[src/rtl/vga_pkg.sv]
// vga_pkg: shared 640x480@60 Hz timing constants, coordinate/colour widths
// and small helpers used by the VGA timing generator and its axis counters.
package vga_pkg;

  // Counter and colour widths
  localparam int COORD_W = 10;
  localparam int COLOR_W = 4;

  // Horizontal timing, in pixel clocks
  localparam int H_VISIBLE = 640;
  localparam int H_FRONT   = 16;
  localparam int H_SYNC    = 96;
  localparam int H_BACK    = 48;
  localparam int H_TOTAL   = H_VISIBLE + H_FRONT + H_SYNC + H_BACK;

  // Vertical timing, in lines
  localparam int V_VISIBLE = 480;
  localparam int V_FRONT   = 10;
  localparam int V_SYNC    = 2;
  localparam int V_BACK    = 33;
  localparam int V_TOTAL   = V_VISIBLE + V_FRONT + V_SYNC + V_BACK;

  typedef logic [COORD_W-1:0] coord_t;
  typedef logic [COLOR_W-1:0] color_t;

  typedef struct packed {
    color_t r;
    color_t g;
    color_t b;
  } rgb_t;

  // Inclusive window test on a coordinate
  function automatic logic in_window(coord_t v, coord_t lo, coord_t hi);
    return (v >= lo) && (v <= hi);
  endfunction

endpackage

[src/rtl/vga_axis_counter.sv]
// vga_axis_counter: one raster axis (horizontal or vertical). Counts
// 0..TOTAL-1 while enable_i is high and wraps to 0 after the last position.
// Ports:
//   clk25            pixel clock
//   rst              asynchronous active-high reset
//   enable_i         advance the count this clock
//   count_o          current position on the axis
//   wrap_o           high in the cycle the count goes from TOTAL-1 to 0
//   active_visible_o count is inside the visible region
//   in_sync_o        count is inside the sync pulse window
module vga_axis_counter
  import vga_pkg::*;
#(
  parameter int VISIBLE = 640,
  parameter int FRONT   = 16,
  parameter int SYNC    = 96,
  parameter int BACK    = 48
) (
  input  logic               clk25,
  input  logic               rst,
  input  logic               enable_i,
  output logic [COORD_W-1:0] count_o,
  output logic               wrap_o,
  output logic               active_visible_o,
  output logic               in_sync_o
);

  localparam int     TOTAL   = VISIBLE + FRONT + SYNC + BACK;
  localparam coord_t LAST    = coord_t'(TOTAL - 1);
  localparam coord_t VIS_END = coord_t'(VISIBLE);
  localparam coord_t SYNC_LO = coord_t'(VISIBLE + FRONT);
  localparam coord_t SYNC_HI = coord_t'(VISIBLE + FRONT + SYNC - 1);

  coord_t count_q;
  coord_t count_d;

  // Next position: hold, step by one, or wrap after the last position
  always_comb begin
    count_d = count_q;
    if (enable_i) begin
      if (count_q == LAST) begin
        count_d = coord_t'(0);
      end else begin
        count_d = count_q + coord_t'(1);
      end
    end else begin
      count_d = count_q;
    end
  end

  // Position register
  always_ff @(posedge clk25 or posedge rst) begin
    if (rst) begin
      count_q <= coord_t'(0);
    end else begin
      count_q <= count_d;
    end
  end

  // Wrap is qualified by enable so a cascaded axis steps once per wrap
  assign wrap_o           = enable_i && (count_q == LAST);
  assign active_visible_o = (count_q < VIS_END);
  assign in_sync_o        = in_window(count_q, SYNC_LO, SYNC_HI);
  assign count_o          = count_q;

endmodule

[src/rtl/vga_timing.sv]
// vga_timing: 640x480@60 Hz raster timing generator. Drives pixel
// coordinates to the game logic, takes back its combinational colour and
// registers colour, blanking and syncs in one aligned output stage.
// Ports:
//   clk25                 25 MHz pixel clock
//   rst                   asynchronous active-high reset
//   xpos, ypos            current pixel column / line
//   frame_tick            one-clock pulse at (0, V_VISIBLE)
//   frame_count           completed frames since reset, wrapping
//   red_in/green_in/blue_in  colour for the current xpos/ypos
//   vga_r/vga_g/vga_b     registered, blanked colour to the DAC
//   vga_hs, vga_vs        registered syncs, aligned with the colour
module vga_timing #(
  parameter int   H_VISIBLE   = vga_pkg::H_VISIBLE,
  parameter int   H_FRONT     = vga_pkg::H_FRONT,
  parameter int   H_SYNC      = vga_pkg::H_SYNC,
  parameter int   H_BACK      = vga_pkg::H_BACK,
  parameter int   V_VISIBLE   = vga_pkg::V_VISIBLE,
  parameter int   V_FRONT     = vga_pkg::V_FRONT,
  parameter int   V_SYNC      = vga_pkg::V_SYNC,
  parameter int   V_BACK      = vga_pkg::V_BACK,
  parameter logic SYNC_ACTIVE = 1'b0
) (
  input  logic                        clk25,
  input  logic                        rst,
  output logic [vga_pkg::COORD_W-1:0] xpos,
  output logic [vga_pkg::COORD_W-1:0] ypos,
  output logic                        frame_tick,
  output logic [15:0]                 frame_count,
  input  logic [vga_pkg::COLOR_W-1:0] red_in,
  input  logic [vga_pkg::COLOR_W-1:0] green_in,
  input  logic [vga_pkg::COLOR_W-1:0] blue_in,
  output logic [vga_pkg::COLOR_W-1:0] vga_r,
  output logic [vga_pkg::COLOR_W-1:0] vga_g,
  output logic [vga_pkg::COLOR_W-1:0] vga_b,
  output logic                        vga_hs,
  output logic                        vga_vs
);

  import vga_pkg::*;

  localparam coord_t TICK_LINE = coord_t'(V_VISIBLE);

  coord_t      x_s;
  coord_t      y_s;
  logic        h_wrap_s;
  logic        v_wrap_s;
  logic        h_vis_s;
  logic        v_vis_s;
  logic        hs_act_s;
  logic        vs_act_s;

  rgb_t        rgb_q;
  rgb_t        rgb_d;
  logic        hs_q;
  logic        hs_d;
  logic        vs_q;
  logic        vs_d;
  logic [15:0] frame_count_q;
  logic [15:0] frame_count_d;

  vga_axis_counter #(
    .VISIBLE (H_VISIBLE),
    .FRONT   (H_FRONT),
    .SYNC    (H_SYNC),
    .BACK    (H_BACK)
  ) u_h_axis (
    .clk25            (clk25),
    .rst              (rst),
    .enable_i         (1'b1),
    .count_o          (x_s),
    .wrap_o           (h_wrap_s),
    .active_visible_o (h_vis_s),
    .in_sync_o        (hs_act_s)
  );

  // The vertical axis steps once per line; its wrap marks the end of a frame
  vga_axis_counter #(
    .VISIBLE (V_VISIBLE),
    .FRONT   (V_FRONT),
    .SYNC    (V_SYNC),
    .BACK    (V_BACK)
  ) u_v_axis (
    .clk25            (clk25),
    .rst              (rst),
    .enable_i         (h_wrap_s),
    .count_o          (y_s),
    .wrap_o           (v_wrap_s),
    .active_visible_o (v_vis_s),
    .in_sync_o        (vs_act_s)
  );

  // Next-state of the output stage: colour is forced to zero outside the
  // visible area regardless of what the game logic supplies
  always_comb begin
    rgb_d         = '0;
    hs_d          = ~SYNC_ACTIVE;
    vs_d          = ~SYNC_ACTIVE;
    frame_count_d = frame_count_q;
    if (h_vis_s && v_vis_s) begin
      rgb_d = '{r: red_in, g: green_in, b: blue_in};
    end else begin
      rgb_d = '0;
    end
    if (hs_act_s) begin
      hs_d = SYNC_ACTIVE;
    end else begin
      hs_d = ~SYNC_ACTIVE;
    end
    if (vs_act_s) begin
      vs_d = SYNC_ACTIVE;
    end else begin
      vs_d = ~SYNC_ACTIVE;
    end
    if (v_wrap_s) begin
      frame_count_d = frame_count_q + 16'd1;
    end else begin
      frame_count_d = frame_count_q;
    end
  end

  // Aligned output stage and frame counter
  always_ff @(posedge clk25 or posedge rst) begin
    if (rst) begin
      rgb_q         <= '0;
      hs_q          <= ~SYNC_ACTIVE;
      vs_q          <= ~SYNC_ACTIVE;
      frame_count_q <= 16'd0;
    end else begin
      rgb_q         <= rgb_d;
      hs_q          <= hs_d;
      vs_q          <= vs_d;
      frame_count_q <= frame_count_d;
    end
  end

  assign xpos        = x_s;
  assign ypos        = y_s;
  assign frame_tick  = (x_s == coord_t'(0)) && (y_s == TICK_LINE);
  assign frame_count = frame_count_q;
  assign vga_r       = rgb_q.r;
  assign vga_g       = rgb_q.g;
  assign vga_b       = rgb_q.b;
  assign vga_hs      = hs_q;
  assign vga_vs      = vs_q;

endmodule
[config.mk]
export PLATFORM = sky130hd
export DESIGN_NAME = vga_timing
export DESIGN_NICKNAME = d
export VERILOG_FILES = /design/src/rtl/vga_pkg.sv /design/src/rtl/vga_axis_counter.sv /design/src/rtl/vga_timing.sv
export SDC_FILE = /design/constraint.sdc
export NUM_CORES = 1
export LEC_CHECK = 0
export CAP_MARGIN = 20
export CORE_UTILIZATION = 43
export CTS_CLUSTER_SIZE = 14
export DETAILED_ROUTE_END_ITERATION = 8
export HOLD_SLACK_MARGIN = 0.02
export PLACE_DENSITY = 0.76
export SLEW_MARGIN = 20
export SYNTH_ARGS = -nofsm -noshare
export SYNTH_HDL_FRONTEND = slang
export SYNTH_SLANG_ARGS = --single-unit
[constraint.sdc]
create_clock -name clk25 -period 2.6 [get_ports clk25]
set_clock_uncertainty 0.15 [all_clocks]
set_input_delay 0.52 -clock clk25 [delete_from_list [all_inputs] [get_ports clk25]]
set_output_delay 0.52 -clock clk25 [all_outputs]
set_load 0.01 [all_outputs]
==> results.ini <==
[status]
status=completed

[synthesis]
synthesis.area_um2=2310
netlist_top_cells_area=dfrtp_1, xor2_1, and2_1
synth.most_common_cell=dfrtp_1
ys_ff_latch=50
ys_seq_area_frac=0.543
yosysTopAreaCellShare=0.521
syn_inst=207
synthArstFlopShare=1.00
ys.flop_type=dfrtp_1
synthTopCellsByCount=dfrtp_1, xor2_1, and2_1
synth_edf_count=0
ys_types=33
syn_area_per_cell_um2=11.1
yosysTopAreaCell=dfrtp_1
synth_fp_nets=226
yosys_warnings=0

[global_routing]
use_met1=0.239
grtUsageTotal=0.197
grt_max_degree=28
gr-total-overflow=0
grtUsageMet3=0.0576
grt_pass1_vias=1831
grt_pass1_wl_mm=8.29
antenna_found_initial=0
busiest_layer=met2
use_met2=0.338

[clock_tree]
clk_pin_slew_ns=0.08
numCtsBuffers=5
clockBufferDepth=2
cts.htree.levels=2
insertion_delay_ns=0.29
cts_tree=done
root_buffer=clkbuf_8
cts.sinks=50
ctsHoldBuffers=0

[sta]
setup_viol=0
tightest_slew_ns=0.507
hold_violations=0
post-route-period-util=0.926
clock.fmax_ghz=0.415
drv_slew=0
period_needed_ns=2.41
tns_ns=0
rsz0062_at_grt=false
slew_headroom=0.661

[setup_path]
path_delay_family=simple AND/OR/NAND/NOR gates
end_kind=output port
cp_max_fo=4
arrival_ns=1.74
worstSetupStartpointType=register
slowest_stage=dfrtp_1
slowest_delay_ns=0.41
cp_cell_sequence=and3_1 -> nand2_1 -> nor4_2 -> and4_1 -> dlygate4sd2_1
crit_required_ns=1.93
critical_path_buf_inv_count=1
worstSetupPathType=reg -> out

[floorplanning]
core_um2=5140
die_h_um=75.3
die_area_um2=5660
row_count=26
num_io_pins=65
initial_core_util=0.449
die_width_um=75.3

[pwr]
peakVddDrop_mv=0.198
leakage_nw=1.45
powerDensity_nw_per_um2=394

[drt]
wirelength_mm=5.06
via_count=1807
ant_nets=0
vias_per_cell=5.08
first_pass_iters=4
wl_per_cell_um=14.2
drt-initial-drc-count=51
drc=0

[final_layout]
syn2layout_area_growth_pct=39.4
drive_above_1_share=0.126
antennaDiodeCount=0
design_area_um2=3220
final_net_count=305

[placement]
gp_congestion=0.805
port_buffers=64
place.detailed.hpwl_mm=3.71
placed_area_um2=3110

[worst_hold_path]
hold_class=reg -> reg

[job]
drv_cap=0

## path summary, 6_finish.rpt
path	cells after the start	start	to	slack [ns]
setup / recovery	5	u_v_axis.count_o[7]	frame_tick	0.19
hold / removal	1	frame_count[15]	frame_count[15]	0.32
setup reg to reg	4	u_h_axis.count_o[5]	frame_count[1]	0.21
hold reg to reg	1	frame_count[15]	frame_count[15]	0.32
max in group asynchronous	3	rst	vga_vs	1.29
min in group asynchronous	2	rst	frame_count[6]	0.42
## cell families after synthesis
group / count (synthesis) / synth area share
xor+xnor: 27 / 0.102
flops: 50 / 0.543
simple gates: 92 / 0.252
buf+inv: 20 / 0.0380
fa+ha+maj: 5 / 0.0271
mux: 1 / 0.00488
compound gates: 12 / 0.0320
## cell type report
type                            count  area (µm²)
Clock buffer                        7        76.3
Fill cell                         460        1920
Inverter                           11        41.3
Multi-Input combinational cell    137         976
Sequential cell                    50        1250
Tap cell                           70        87.6
Timing Repair Buffer               81         779
## layout by cell type, fill, tap and decap left out, types with 2 or more instances in the layout
cell type and instances:
nor4_1 2, ha_1 5, clkbuf_8 5, or3_1 4
nand3_1 11, or4_4 2, xnor2_1 8, clkbuf_1 2
nor4_4 3, nor3_1 10, inv_1 10, nand4_1 9
and3_1 4, o31ai_1 2, buf_4 16, and4_1 3
nor4_2 3, dfstp_2 2, or4_1 2, and2_1 13
xor2_1 19, dfrtp_1 47, nor2_1 10, a21oi_1 2
clkdlybuf4s50_1 63, o21ai_0 6, nand2_1 12
## metrics by stage
step	cells	util	setup slack (ns)	hold WS, ns	total power [mW]
final	356	0.626	0.192	0.323	1.27
after floorplan	207	-	0.111	0.354	0.827
after global routing	356	0.626	0.0950	0.334	1.32
after detailed placement	346	0.604	0.123	0.312	0.873
after CTS	356	0.625	0.0563	0.327	1.29
after global placement	346	0.604	0.221	0.312	0.873
## power by group
part           switching [mW]  internal (mW)
Sequential            0.00233          0.786
Combinational          0.0273         0.0400
Clock                   0.225          0.186
Total                   0.255           1.01
## flip-flops by register name (all words and copies together), names as in the netlist
name,count
vga_g,4
vga_hs,1
frame_count,16
u_h_axis.count_o,10
vga_b,4
u_v_axis.count_o,10
vga_vs,1
vga_r,4
## metal layers
layer,vias up,share of wire,routed length (µm)
met4,0,0.0026,13
met2,61,0.50,2540
li1,869,-,-
met5,-,0,0
met1,875,0.43,2190
met3,2,0.064,322
## what timing repair did
item | 4_1_cts | 5_1_grt
gates cloned | 0 | 0
setup endpoints to repair | 1 | 2
endpoints found under the hold margin | 0 | 0
buffers inserted | 3 | 0
pin swaps | 2 | 1
resized for setup | 2 | 2
(Power assumes the default switching activity.)
